<file path="config.mk">
export PLATFORM = sky130hd
export DESIGN_NAME = fibo_zeck_decode_flat
export DESIGN_NICKNAME = d
export VERILOG_FILES = /design/src/rtl/fibo_zeck_decode_if.sv /design/src/rtl/fibo_zeck_decode.sv /design/src/flat_wrapper.sv
export SDC_FILE = /design/constraint.sdc
export NUM_CORES = 1
export LEC_CHECK = 0
export ABC_AREA = 1
export CAP_MARGIN = 20
export CORE_MARGIN = 4
export CORE_UTILIZATION = 60
export CTS_CLUSTER_SIZE = 28
export DETAILED_ROUTE_END_ITERATION = 10
export GPL_ROUTABILITY_DRIVEN = 0
export PLACE_DENSITY = 0.8
export SLEW_MARGIN = 20
export SYNTH_ARGS = -nofsm -noshare
export SYNTH_HDL_FRONTEND = slang
export SYNTH_SLANG_ARGS = --single-unit
export TNS_END_PERCENT = 50
</file>
<file path="constraint.sdc">
create_clock -name clk -period 6.55 [get_ports clk]
set_input_delay 0.9825 -clock clk [delete_from_list [all_inputs] [get_ports clk]]
set_output_delay 0.9825 -clock clk [all_outputs]
set_load 0.02 [all_outputs]
</file>
<file path="src/rtl/fibo_zeck_decode_if.sv">
// fibo_zeck_decode_if: request/result bundle between a client and the Zeckendorf decoder
interface fibo_zeck_decode_if;
    logic [15:0] value_in;
    logic        begin_decode;
    logic        busy;
    logic        done;
    logic [4:0]  fib_index;
    logic        is_fib;
    logic [22:0] zeck_out;
    modport master (output value_in, begin_decode, input busy, done, fib_index, is_fib, zeck_out);
    modport slave  (input value_in, begin_decode, output busy, done, fib_index, is_fib, zeck_out);
endinterface

</file>
<file path="src/rtl/fibo_zeck_decode.sv">
// fibo_zeck_decode: iterative mapping of a 16-bit value onto Fibonacci index, membership and Zeckendorf form
module fibo_zeck_decode (
    input logic                clk,
    input logic                reset_n,
    fibo_zeck_decode_if.slave  bus
);
    typedef enum logic [1:0] {IDLE, ASCEND, DESCEND} state_t;
    state_t      state;
    logic [16:0] r0, r1, sum;
    logic [15:0] rem;
    logic [4:0]  idx;
    logic        take;
    logic [22:0] zeck_next;
    // r1 = F(idx), r0 = F(idx-1); zeck_next is zeck_out with the current descend term folded in
    always_comb begin
        sum       = r0 + r1;
        take      = r1 <= {1'b0, rem};
        zeck_next = bus.zeck_out | (take ? (23'd1 << (idx - 5'd2)) : 23'd0);
    end
    // climb to the largest F(n) <= value, then greedily subtract terms on the way back down
    always_ff @(posedge clk) begin
        if (!reset_n) begin
            state         <= IDLE;
            r0            <= '0;
            r1            <= '0;
            rem           <= '0;
            idx           <= '0;
            bus.busy      <= 1'b0;
            bus.done      <= 1'b0;
            bus.fib_index <= '0;
            bus.is_fib    <= 1'b0;
            bus.zeck_out  <= '0;
        end else begin
            case (state)
                IDLE: if (bus.begin_decode) begin
                    rem          <= bus.value_in;
                    r0           <= 17'd1;
                    r1           <= 17'd1;
                    idx          <= 5'd2;
                    bus.zeck_out <= '0;
                    bus.done     <= 1'b0;
                    bus.busy     <= 1'b1;
                    state        <= ASCEND;
                end
                ASCEND: if (sum <= {1'b0, rem}) begin
                    r1  <= sum;
                    r0  <= r1;
                    idx <= idx + 5'd1;
                end else begin
                    bus.fib_index <= (rem == 16'd0) ? 5'd0 : idx;
                    state         <= DESCEND;
                end
                DESCEND: begin
                    if (take) rem <= rem - r1[15:0];
                    bus.zeck_out <= zeck_next;
                    r1           <= r0;
                    r0           <= r1 - r0;
                    idx          <= idx - 5'd1;
                    if (idx == 5'd2) begin
                        bus.is_fib <= (zeck_next == 23'd0) || ($countones(zeck_next) == 1);
                        bus.done   <= 1'b1;
                        bus.busy   <= 1'b0;
                        state      <= IDLE;
                    end
                end
                default: state <= IDLE;
            endcase
        end
    end
endmodule
</file>
<file path="src/flat_wrapper.sv">
// flat-port wrapper written by rule: the top's interface ports become plain ports
module fibo_zeck_decode_flat 
  (clk, reset_n, bus_value_in, bus_begin_decode, bus_busy, bus_done, bus_fib_index, bus_is_fib, bus_zeck_out);
  fibo_zeck_decode_if bus_i ();
  input logic clk;
  input logic reset_n;
  input wire logic [$bits(bus_i.value_in)-1:0] bus_value_in;
  input wire logic [$bits(bus_i.begin_decode)-1:0] bus_begin_decode;
  output wire logic [$bits(bus_i.busy)-1:0] bus_busy;
  output wire logic [$bits(bus_i.done)-1:0] bus_done;
  output wire logic [$bits(bus_i.fib_index)-1:0] bus_fib_index;
  output wire logic [$bits(bus_i.is_fib)-1:0] bus_is_fib;
  output wire logic [$bits(bus_i.zeck_out)-1:0] bus_zeck_out;
  assign bus_i.value_in = bus_value_in;
  assign bus_i.begin_decode = bus_begin_decode;
  assign bus_busy = bus_i.busy;
  assign bus_done = bus_i.done;
  assign bus_fib_index = bus_i.fib_index;
  assign bus_is_fib = bus_i.is_fib;
  assign bus_zeck_out = bus_i.zeck_out;
  fibo_zeck_decode u_core (.clk(clk), .reset_n(reset_n), .bus(bus_i));
endmodule
</file>
Word-level counts from Yosys, hierarchy flattened
Cells that the tools add are included.

word-level totals
  register bits = 88
  output and inout port bits = 31

cells by class
  $add $sub $neg = 28
  $lt $le $gt $ge = 2
  equality and inequality tests = 9
  shift operators = 1
  mux-type cells = 25
  bitwise logic cells = 2
  reductions and logical operators = 13

operator list
  kind                                                  number
  adder 32 bit                                          10
  case mux 17 bit (3 select lines)                      2
  two-way mux 17 bit                                    3
  two-way mux 23 bit                                    2
  case mux 23 bit (2 select lines)                      1
  <= comparator 17 x 16 -> 1 bit                        2
  adder 32 x 1 -> 32 bit                                1
  equality test 32 x 2 -> 1 bit, second input constant  1
  two-way mux 16 bit                                    2
  case mux 16 bit (2 select lines)                      1
  logical NOT 23 bit                                    1
  bitwise OR 23 bit                                     1
  << shifter 1 x 5 -> 23 bit, first input constant      1
  adder 1 x 1 -> 2 bit                                  11
  adder 17 bit                                          1
  subtractor 17 bit                                     1
  logical NOT 16 bit                                    1
  subtractor 16 bit                                     1
  two-way mux 5 bit                                     3
  case mux 5 bit (3 select lines)                       1
  AND reduction 3 bit                                   4
  two-way mux 2 bit                                     3
  != test 2 x 1 -> 1 bit, second input constant         3
  case mux 2 bit (3 select lines)                       1
  15 further kinds                                      22

Logic depth before layout (Yosys ltp)
  depth after elaboration = 11
  gate-level depth with buffers = 31

Least setup slack after synthesis
No wires, ideal clock.

  path kind = register to register
  start point = reg u_core.rem[8]
  end point = reg u_core.bus.is_fib
  library setup time = 0.070 ns
  arrival = 5.400 ns
  data required time = 6.480 ns
  slack = 1.080 ns
  cell stages (with the launch flop) = 26
  clock period less this slack = 5.470 ns
  path through = dfxtp_1 inv_1 ha_1 nand2_1 nor2_1 inv_1 nor3_1 nand2_1 o211ai_2 nand2_2 nand2_2 inv_1 a21oi_1 inv_1 ha_1 inv_1 fa_1 fa_1 fa_1 inv_1 fa_1 ha_1 fa_1 nor4_1 a31oi_1 a21oi_1

on the way
  longest elaborated chain between the ends = 10

RTL lines
  what                                             RTL line                   source
  from (decl)                                      fibo_zeck_decode.sv:10     logic [15:0] rem;
  from (signal assigned)                           fibo_zeck_decode.sv:36     rem <= bus.value_in;
  from (signal assigned)                           fibo_zeck_decode.sv:54     if (take) rem <= rem - r1[15:0];
  <= comparator 17 x 16 -> 1 bit *                 fibo_zeck_decode.sv:17     take = r1 <= {1'b0, rem};
  two-way mux 23 bit *                             fibo_zeck_decode.sv:18     zeck_next = bus.zeck_out | (take ? (23'd1 << (idx - 5'd2)) : 23'd0);
  bitwise OR 23 bit *                              fibo_zeck_decode.sv:18
  adder 1 x 1 -> 2 bit (implied by the code)       fibo_zeck_decode.sv:60     bus.is_fib <= (zeck_next == 23'd0) || ($countones(zeck_next) == 1);
  adder 32 bit (implied by the code) (4 in a row)  fibo_zeck_decode.sv:60
  equality test 32 x 2 -> 1 bit                    fibo_zeck_decode.sv:60
  logical OR 1 bit *                               fibo_zeck_decode.sv:60
  to (signal assigned)                             fibo_zeck_decode.sv:60
  to (decl)                                        fibo_zeck_decode_if.sv:11  modport slave (input value_in, begin_decode, output busy, done, fib_index, is_fib, zeck_out);

Every way passes the cells marked *; elsewhere a longest branch is shown, timed or not.
A chain may end at the register's enable or synchronous reset.

Worst setup path in the final report
Same ends and word-level chain as after synthesis.

==> metrics <==
status complete, no violations; share of cells above drive strength 1 5.65%; H-tree depth 3; top post-synthesis cells by count 266 x nand2_1, 208 x inv_1, 142 x nor2_1; Setup crit end kind flop; Total Neg Setup Slack 0 ns; pin count of the biggest net entering global routing 48; CP Max Fanout 17; Ant. Diodes 0; cell-internal power 1690 uW; Crit path buffers/inverters 6; Core ar. 0.0141 mm2; Netlist cell types 44; RSZ-0062 raised after global routing false; total cell area at the placement stage 0.00941 mm2; final setup fails 0; IO buf count 49; detailed-route wire length 25.0 mm; Inst Count DP 1,544; clk_skew 0.00567 ns; number of cell rows 43; dpl hpwl 18.3 mm; sequential share of power 19.2%; critical path class flop to flop; PD cells 367 mW/mm2; Area growth syn-to-layout 10.8%; Worst Setup Start Kind flop; Num CTS Buffers 9; CTS tree done; Clock Path Buffers 2; FILL cells 1,243; total track usage 30.4%; Worst path top cell family by delay adder cells; Die ar. 0.0167 mm2; Pwr Total 3580 uW; combined flip-flop and latch cell area 0.00176 mm2; WP data arrival 6.36 ns; syn nets 1,510; fin. max-slew vios 0; Clk pwr share 16.4%; number of routed nets with antenna violations 0; Seq/Total Area, Yosys 20.0%; Layout Nets 1,531; clock-pin transition on the worst setup and hold timing paths 0.07 ns; minimum clock period 6.07 ns; die span in x 129 um; power share of the combinational group 64.3%; Post-Syn Area 0.00879 mm2; Post-route DRC 0; FF+latch count, synth 88; Skew-Pair Late Insertion Delay 0.36 ns; grt total ovfl 0; Max Freq 165 MHz; initial antenna violation count 0; Synth area leaders dfxtp_1 20%, ha_1 17%, nand2_1 11%; Mapped Cells 1,354; Post-synth EDFFs 0; total vias in the final route 8,938; num ports 50; fin crit share 92.7%; Initial Util 62.4%; P_leak 0.00456 uW; synthesized area per cell 6.49 um2; clock sinks 88; fin area 0.00974 mm2; area occupied by multi-input gates 0.00598 mm2; DR vias/cell 5.73; die height 129 um; drt first pass iters 6; slowest CP cell fa_1; max incr delay on CP 0.52 ns; postcts setup bufs 0; first-pass GRT wire length 40.7 mm; drt wl/cell 16.0 um; Worst path most repeated cell inv_1; Max rail drop VDD 0.000439 V; post-synth top area cell dfxtp_1; Most used DFF post-synth dfxtp_1; Ys Warns 0; WP data required 6.84 ns; most frequent cell after synthesis nand2_1; vias in the first global route 8,044; Final Hold Fails 0; Synth top area share 20.0%; DR iter-0 viols 958; Sw Pwr 1890 uW; max-cap viol count 0; asr flop ratio synth 0%; Clock Tree Root clkbuf_16; final std cells w/o fill 1,560; Slew @ Worst Pin 0.827 ns; Net Sw Frac 52.8%; Slew headroom 44.7%; Hold Path Class flop to flop
==> flip-flops by register name, indices dropped and copies added (netlist names) <==
register,flops
u_core.bus.busy,1
u_core.state,2
u_core.rem,16
u_core.bus.fib_index,5
u_core.bus.is_fib,1
u_core.bus.zeck_out,23
u_core.bus.done,1
u_core.r0,17
u_core.idx,5
u_core.r1,17
==> metal layers <==
| metal | GRT usage, % | vias to the layer above | share of wire, % |
|---|---|---|---|
| li1 | - | 4405 | - |
| met1 | 46.0 | 4110 | 47 |
| met2 | 45.2 | 386 | 43 |
| met3 | 4.29 | 37 | 8.7 |
| met4 | 8.15 | 0 | 1.4 |
| met5 | 0 | - | 0 |
==> tightest hold or removal path: stages (launching register included) <==
cell and delay, ns:
dfxtp_1 0.31, nand2_1 0.06, a21oi_1 0.05
==> layout make-up <==
type / instances / share of cell area (%)
clock inverter: 6 / 0.938
timing repair buffer: 66 / 6.55
tap: 180 / 2.31
inverter: 214 / 8.25
multi-input combinational: 996 / 61.4
sequential: 88 / 18.1
clock buffer: 10 / 2.45
==> logic make-up (layout without fill, tap and decap cells) <==
logic type	Yosys count	in the layout	share of synthesized area, %
buffers and inverters	270	296	12.2
AOI/OAI and AO/OA	259	259	16.4
and+or+nand+nor	582	582	28.3
xor gates and xnor gates	18	18	1.79
DFF	88	88	20.0
adders and majority gates	137	137	21.3
==> power groups by stage <==
stage	registers (uW)	clock network, uW	logic, uW
after floorplan	686	0	1660
after global placement	691	0	2150
after detailed placement	697	0	2220
after CTS	686	592	2250
after global routing	697	610	2570
final	688	587	2300
==> worst paths after layout <==
kind	to	start	cells past startpoint	slack, ns
worst max-delay path	u_core.bus.is_fib	u_core.rem[8]	25	0.48
worst min-delay path	u_core.bus.fib_index[2]	u_core.bus.fib_index[2]	2	0.47
worst max register to register	u_core.bus.is_fib	u_core.rem[8]	25	0.48
worst min register to register	u_core.bus.fib_index[2]	u_core.bus.fib_index[2]	2	0.47
==> through the flow <==
| step | utilization (%) | hold WS [ns] | setup slack [ns] |
|---|---|---|---|
| after floorplan | - | 0.468 | 1.08 |
| after global placement | 66.5 | 0.460 | 0.667 |
| after detailed placement | 66.7 | 0.458 | 0.459 |
| after CTS | 69.1 | 0.471 | 0.442 |
| after global routing | 69.1 | 0.485 | 0.0253 |
| final | 69.1 | 0.469 | 0.479 |
==> cell usage in the layout, fill, tap and decap left out, types with 2 or more instances in the layout <==
| cell | n |
|---|---|
| clkbuf_16 | 9 |
| a21boi_0 | 3 |
| inv_1 | 208 |
| nor3_1 | 21 |
| a21oi_2 | 11 |
| nand3_1 | 96 |
| clkinv_4 | 2 |
| clkinv_1 | 3 |
| inv_2 | 3 |
| xnor2_1 | 6 |
| o22ai_1 | 2 |
| o21bai_1 | 7 |
| nor4_1 | 5 |
| clkdlybuf4s50_1 | 49 |
| ha_1 | 115 |
| fa_1 | 21 |
| a31oi_1 | 10 |
| nand2_2 | 13 |
| o21ai_2 | 4 |
| or2_2 | 6 |
| a21oi_1 | 131 |
| xor2_1 | 12 |
| and2_1 | 4 |
| o31ai_1 | 2 |
| o21a_1 | 6 |
| nand4_1 | 23 |
| bufinv_16 | 2 |
| dfxtp_1 | 88 |
| nor2_1 | 141 |
| nand2_1 | 266 |
| o21ai_0 | 75 |
| buf_4 | 16 |
| nand2_4 | 4 |
==> what timing repair did <==
item / in CTS / in global routing
gates resized for setup: 0 / 1
hold buffers: 0 / 0
setup endpoints to repair: 0 / 1
Note: power is estimated with default switching activity, not from simulation.
